## src/rtl/traffic_counter.sv

```systemverilog
// Two-street vehicle detector: synchronize, debounce, count rising edges per window.
// Debounce filter is enabled with `define TRAFFIC_COUNTER_DEBOUNCE_EN; otherwise filt = 2nd sync flop.
module traffic_counter #(
    parameter int WINDOW_CYCLES   = 1000,
    parameter int DEBOUNCE_CYCLES = 4
) (
    input  logic       clock,
    input  logic       reset,
    input  logic       sensor_Street_0,
    input  logic       sensor_Street_1,
    output logic [3:0] traffic_Street_0,
    output logic [3:0] traffic_Street_1,
    output logic       sample_Valid
);

    localparam int TIMER_W = (WINDOW_CYCLES > 2) ? $clog2(WINDOW_CYCLES) : 1;
    localparam logic [TIMER_W-1:0] TIMER_LAST = TIMER_W'(WINDOW_CYCLES - 1);

    // Reject parameterisations the window timer and debounce counter cannot represent.
    if (WINDOW_CYCLES < 2 || DEBOUNCE_CYCLES < 1) begin : g_bad_params
        $error("traffic_counter: WINDOW_CYCLES must be >= 2 and DEBOUNCE_CYCLES >= 1");
    end

    logic [1:0]         sensor_raw;
    logic [1:0]         sync1_q, sync1_d;
    logic [1:0]         sync2_q, sync2_d;
    logic [1:0]         filt;
    logic [1:0]         filt_prev_q, filt_prev_d;
    logic [1:0]         vehicle_event;
    logic [3:0]         acc_q   [2];
    logic [3:0]         acc_d   [2];
    logic [3:0]         acc_inc [2];
    logic [3:0]         count_q [2];
    logic [3:0]         count_d [2];
    logic [TIMER_W-1:0] timer_q, timer_d;
    logic               valid_q, valid_d;
    logic               terminal;

    assign sensor_raw    = {sensor_Street_1, sensor_Street_0};
    assign vehicle_event = filt & ~filt_prev_q;
    assign terminal      = (timer_q == TIMER_LAST);

`ifdef TRAFFIC_COUNTER_DEBOUNCE_EN
    localparam int CNT_W = $clog2(DEBOUNCE_CYCLES + 1);
    localparam logic [CNT_W-1:0] CNT_LAST = CNT_W'(DEBOUNCE_CYCLES - 1);

    logic [1:0]       filt_q, filt_d;
    logic [CNT_W-1:0] db_cnt_q [2];
    logic [CNT_W-1:0] db_cnt_d [2];

    // The counter tracks how long the synchronized level has disagreed with filt.
    always_comb begin
        filt_d = filt_q;
        for (int s = 0; s < 2; s++) begin
            db_cnt_d[s] = '0;
            if (sync2_q[s] != filt_q[s]) begin
                if (db_cnt_q[s] == CNT_LAST) begin
                    filt_d[s] = sync2_q[s];
                end else begin
                    db_cnt_d[s] = db_cnt_q[s] + 1'b1;
                end
            end
        end
    end

    always_ff @(posedge clock) begin
        if (reset) begin
            filt_q <= '0;
            for (int s = 0; s < 2; s++) begin
                db_cnt_q[s] <= '0;
            end
        end else begin
            filt_q <= filt_d;
            for (int s = 0; s < 2; s++) begin
                db_cnt_q[s] <= db_cnt_d[s];
            end
        end
    end

    assign filt = filt_q;
`else
    assign filt = sync2_q;
`endif

    // A terminal-cycle event goes into the outgoing count, never into the fresh accumulator.
    always_comb begin
        sync1_d     = sensor_raw;
        sync2_d     = sync1_q;
        filt_prev_d = filt;
        valid_d     = terminal;
        timer_d     = terminal ? '0 : timer_q + 1'b1;
        for (int s = 0; s < 2; s++) begin
            acc_inc[s] = (acc_q[s] == 4'hF) ? 4'hF : acc_q[s] + {3'b000, vehicle_event[s]};
            acc_d[s]   = acc_inc[s];
            count_d[s] = count_q[s];
            if (terminal) begin
                count_d[s] = acc_inc[s];
                acc_d[s]   = '0;
            end
        end
    end

    always_ff @(posedge clock) begin
        if (reset) begin
            sync1_q     <= '0;
            sync2_q     <= '0;
            filt_prev_q <= '0;
            timer_q     <= '0;
            valid_q     <= 1'b0;
            for (int s = 0; s < 2; s++) begin
                acc_q[s]   <= '0;
                count_q[s] <= '0;
            end
        end else begin
            sync1_q     <= sync1_d;
            sync2_q     <= sync2_d;
            filt_prev_q <= filt_prev_d;
            timer_q     <= timer_d;
            valid_q     <= valid_d;
            for (int s = 0; s < 2; s++) begin
                acc_q[s]   <= acc_d[s];
                count_q[s] <= count_d[s];
            end
        end
    end

    assign traffic_Street_0 = count_q[0];
    assign traffic_Street_1 = count_q[1];
    assign sample_Valid     = valid_q;

endmodule

```

## config.mk

```make
export PLATFORM = sky130hd
export DESIGN_NAME = traffic_counter
export DESIGN_NICKNAME = d
export VERILOG_FILES = /design/src/rtl/traffic_counter.sv
export SDC_FILE = /design/constraint.sdc
export NUM_CORES = 1
export LEC_CHECK = 0
export ABC_AREA = 1
export BUFFER_PORTS_ARGS = -buffer_cell sky130_fd_sc_hd__buf_2
export CORE_MARGIN = 2
export CORE_UTILIZATION = 30
export CTS_CLUSTER_DIAMETER = 50
export DETAILED_ROUTE_END_ITERATION = 8
export GPL_TIMING_DRIVEN = 0
export SYNTH_ARGS = -nofsm -noshare
export SYNTH_HDL_FRONTEND = slang
export SYNTH_SLANG_ARGS = --single-unit
```

## constraint.sdc

```tcl
create_clock -name clock -period 1.2 [get_ports clock]
set_input_delay 0.36 -clock clock [delete_from_list [all_inputs] [get_ports clock]]
set_output_delay 0.36 -clock clock [all_outputs]
set_load 0.05 [all_outputs]
```

# Word level (Yosys, flattened, before mapping)
# Memory sizes are Yosys's and may differ from the RTL's.
# Cells that the tools add are included.
op_classes:
  add_sub_neg: 3
  n_eq_ne: 3
  n_mux: 13
  bitwise: 6
  n_reduce_logical: 1
ops:
  columns: ["operator", "n"]
  rows:
  - ["4-bit two-way mux", 10]
  - ["10-bit by 1-bit adder with 10-bit output, second input constant", 1]
  - ["10-bit equality test, second input constant", 1]
  - ["4-bit by 1-bit adder with 4-bit output", 2]
  - ["4-bit equality test, second input constant", 2]
  - ["1-bit bitwise OR", 4]
  - ["1-bit two-way mux", 3]
  - ["2-bit AND", 1]
  - ["2-bit inverter", 1]
  - ["2-bit OR reduction", 1]
totals:
  ff_bits: 17
  ramBits: 16
  output_inout_bits: 9
  elab_cells: 33
  mem_count: 2
memory_table:
  columns: ["memory", "words", "width", "read_ports", "rd_clocked_by_memory_dff", "wr", "line", "text"]
  rows:
  - ["acc_q", 2, 4, 2, 0, 2, "30", "logic [3:0] acc_q [2];"]
  - ["count_q", 2, 4, 2, 0, 2, "33", "logic [3:0] count_q [2];"]

# Depth between registers and ports, before layout
logic_depth:
  word_depth: 6
  depth_mapped: 9
  depth_no_buf: 9

# Worst setup path after synthesis
# Ideal clock, no wire load.
synth_path:
  path_kind: "register -> register"
  from: "reg timer_q[0]"
  to: "mem acc_q[0][2]"
  setup_time_ps: 125
  arrival_ps: 1087
  required_ps: 1075
  slack_ps: -12
  path_stages_with_launch: 8
  cell_sequence: "dfxtp_1 ha_1 nand2_1 nor2_1 nand3_2 nand2_2 buf_4 a21oi_1"
synth_lines:
  columns: ["item", "line", "text"]
  rows:
  - ["start, declared", "35", "logic [TIMER_W-1:0] timer_q, timer_d;"]
  - ["start signal, assigned", "118", "timer_q <= timer_d;"]
  - ["end, declared", "30", null]

==> results.txt <==
status -> finished with violations
failing checks -> setup timing
final-report max-slew violation count -> 0
Slew HR -> 79.9%
delay-heaviest family, CP -> simple AND/OR/NAND/NOR gates
CTS Root Cell -> clkbuf_8
CP Class -> reg2reg
antenna violations before repair -> 0
hold path start -> sensor_Street_0
fill cell count -> 422
CP arrival -> 1.48 ns
Die X -> 71.1 microns
crit path time final -> 1.28 ns
synth cell count leaders -> nand2_1 (45), dfxtp_1 (33), nor2_1 (25)
drt first pass iters -> 4
post-synthesis cell type count -> 24
GRT Overall Usage -> 12.9%
Layout Area Growth over Synthesis -> 42.8%
layout cells sized above 1 -> 35.9%
Post-DP Area -> 1480 sq um
ANT cells -> 0
smallest hold slack -> 0.266 ns
Placed Cells -> 241
CP Max Fanout -> 5
cts hold-fix bufs -> 0
CP dominant cell by count -> nand2_1
Final Hold Fails -> 0
worst slew pin tran -> 0.300 ns
IR Drop Worst-Case VDD -> 522 uV
Crit path depth -> 8
cells on worst reg2reg path -> 8
R2R Path End -> count_q[0][2]$_SDFFE_PP0N_
Setup crit start kind -> flip-flop
syn_area_per_cell -> 7.60 sq um
initial DRC count -> 34
Max Freq -> 778 MHz
die area -> 5060 sq um
WHS Endpoint -> sync1_q[0]$_SDFF_PP0_
hold path depth -> 3
leakage power figure -> 0.840 nW
Seq cells post-synth -> 33
final worst slack -> -0.0849 ns
CTS tree -> yes
Post-synth EDFFs -> 0
Max-Cap Viols -> 0
total gr overflow -> 0
CP cell instances -> ha_4 -> nand2_1 -> nor2_1 -> nand3_2 -> buf_6 -> buf_16 -> nand3_1 -> nand2_1
nets -> 214
core area -> 4350 sq um
Skew-Pair Late Insertion Delay -> 0.29 ns
GPL Wtd Cong -> 0.728
hold crit path type -> in2reg
largest net degree at the start of global routing -> 11
cell taking the most area after synthesis -> dfxtp_1
final period utilization -> 107%
top cell type's share of synthesized area -> 48.8%
CTS max path bufs -> 2
Buffers on Ports -> 11
r2r setup slk -> -0.08 ns
Detail Placement HPWL -> 1700 microns
DRC Markers -> 0
Placement Setup Slack -> -0.138 ns
Synth area leaders -> dfxtp_1 (49%), nand2_1 (12%), nor2_1 (6.9%)
synthesized area -> 1350 sq um
clock-pin slew on the worst setup and hold paths -> 0.07 ns
I/O Pins -> 13
fin cells -> 258
Clock Sink Count -> 33
final WL -> 2800 microns
Post-DRT Antenna Nets -> 0
depth of the CTS H-tree -> 2
Critical Path Max Stage Delay -> 0.36 ns
Rows -> 24
crit path buf inv count -> 2
Final Skew -> 0.00590 ns
Mapped Cells -> 178
most numerous cell in the Yosys netlist -> nand2_1
vias in the first global route -> 1134
setup violators final -> 24
CP Capture Type -> flip-flop
first-pass GRT wire length -> 4860 microns
Synthesized Nets -> 187
Synth Warn # -> 0
Starting Density -> 31.1%
sequential area share after synthesis -> 48.8%
drt wl/cell -> 10.9 microns
Critical Path RT -> 1.39 ns
unrepaired setup endpoints after global routing -> true
final instance area -> 1930 sq um
top_reg_cell synth -> dfxtp_1
vias post-DR -> 1189
Via-to-Cell Ratio -> 4.61
Die H -> 71.1 microns
crit path max-delay cell type -> dfxtp_4
FF-to-FF Start -> timer_q[0]$_SDFF_PP0_
Async SR Flop Fraction -> 0%
Num CTS Buffers -> 5
power per cell area -> 1210 nW/um^2
==> layout by cell type (no fill, tap or decap), types with 2 or more instances in the layout <==
cell      count
buf_2         3
inv_2         5
a21oi_1       2
buf_8         2
nand2_1      42
clkbuf_8      6
buf_4         4
dfxtp_2       6
a21oi_2       9
ha_4          3
nor2_1       18
nor2_2        5
nand3_2       2
buf_16        2
buf_6        11
nand3_1      14
nand4_1       2
ha_2          2
dfxtp_4       2
xnor2_2       2
nand2_2       3
inv_1        20
nor2_4        3
dfxtp_1      25
==> how the worst max path moves through the flow <==
stage,endpoint,from,slack (ns)
2_1_floorplan,count_q[0][7]$_SDFFE_PP0N_,timer_q[1]$_SDFF_PP0_,0.006
3_3_place_gp,acc_q[0][2]$_SDFF_PP0_,timer_q[1]$_SDFF_PP0_,-0.14
3_5_place_dp,count_q[0][0]$_SDFFE_PP0N_,timer_q[1]$_SDFF_PP0_,-0.14
4_1_cts,count_q[0][7]$_SDFFE_PP0N_,timer_q[1]$_SDFF_PP0_,-0.12
5_1_grt,count_q[0][4]$_SDFFE_PP0N_,timer_q[0]$_SDFF_PP0_,-0.17
6_report,count_q[0][2]$_SDFFE_PP0N_,timer_q[0]$_SDFF_PP0_,-0.08
==> area by class of cell <==
type	count	area [sq um]	share of cell area, %
buffer	3	35.0	1.81
sequential	33	676	35.0
multi-input combinational	117	723	37.4
clock buffer	7	86.3	4.47
timing repair buffer	19	219	11.3
clock inverter	1	30.0	1.55
inverter	26	97.6	5.05
tap	52	65.1	3.37
==> kinds of logic after synthesis <==
kind of cell | count (synthesis) | synth area share [%]
AND/OR/NAND/NOR | 95 | 30.8
flip-flops | 33 | 48.8
buffers and inverters | 29 | 8.97
AO/OA/AOI/OAI | 13 | 4.81
adder cells (fa/ha/maj) | 5 | 4.63
XOR/XNOR | 3 | 1.94
==> flip-flops by register name, summed over array words and instances (netlist names) <==
signal	count
timer_q	10
acc_q	8
count_q	8
filt	2
filt_prev_q	2
sync1_q	2
sample_Valid	1
==> per-layer routing <==
layer,global-route usage [%],vias to the layer above,part of all wire [%]
li1,-,610,-
met1,14.2,557,46
met2,20.5,16,47
met3,5.13,6,4.4
met4,8.18,0,3.1
met5,0,-,0
==> timing repair <==
action,4_1_cts,5_1_grt
resized for setup,29,40
pin swaps,6,13
cloned,3,0
setup endpoints to repair,30,34
setup buffers,4,2
==> through the flow <==
| step | utilization [%] | setup TNS (ns) | power (W) |
|---|---|---|---|
| 2_1_floorplan | - | 0 | 0.00121 |
| 5_1_grt | 44.4 | -2.71 | 0.00243 |
| 4_1_cts | 41.0 | -1.41 | 0.00235 |
| 3_5_place_dp | 34.0 | -2.37 | 0.00123 |
| 6_report | 44.4 | -0.973 | 0.00233 |
| 3_3_place_gp | 34.0 | -2.45 | 0.00123 |
==> where the power goes <==
group | internal (W) | total, W | switching, W
Combinational | 0.0000529 | 0.000119 | 0.0000664
Sequential | 0.00112 | 0.00113 | 0.0000165
Clock | 0.000676 | 0.00108 | 0.000405
Total | 0.00185 | 0.00233 | 0.000487
==> worst reg2reg max path, stage by stage (launching register included) <==
cell and delay [ns]:
dfxtp_4 0.36, ha_4 0.14, nand2_1 0.04, nor2_1 0.11
nand3_2 0.14, buf_6 0.16, buf_16 0.12, nand3_1 0.06
nand2_1 0.05
Note: power is estimated with default switching activity, not from simulation.
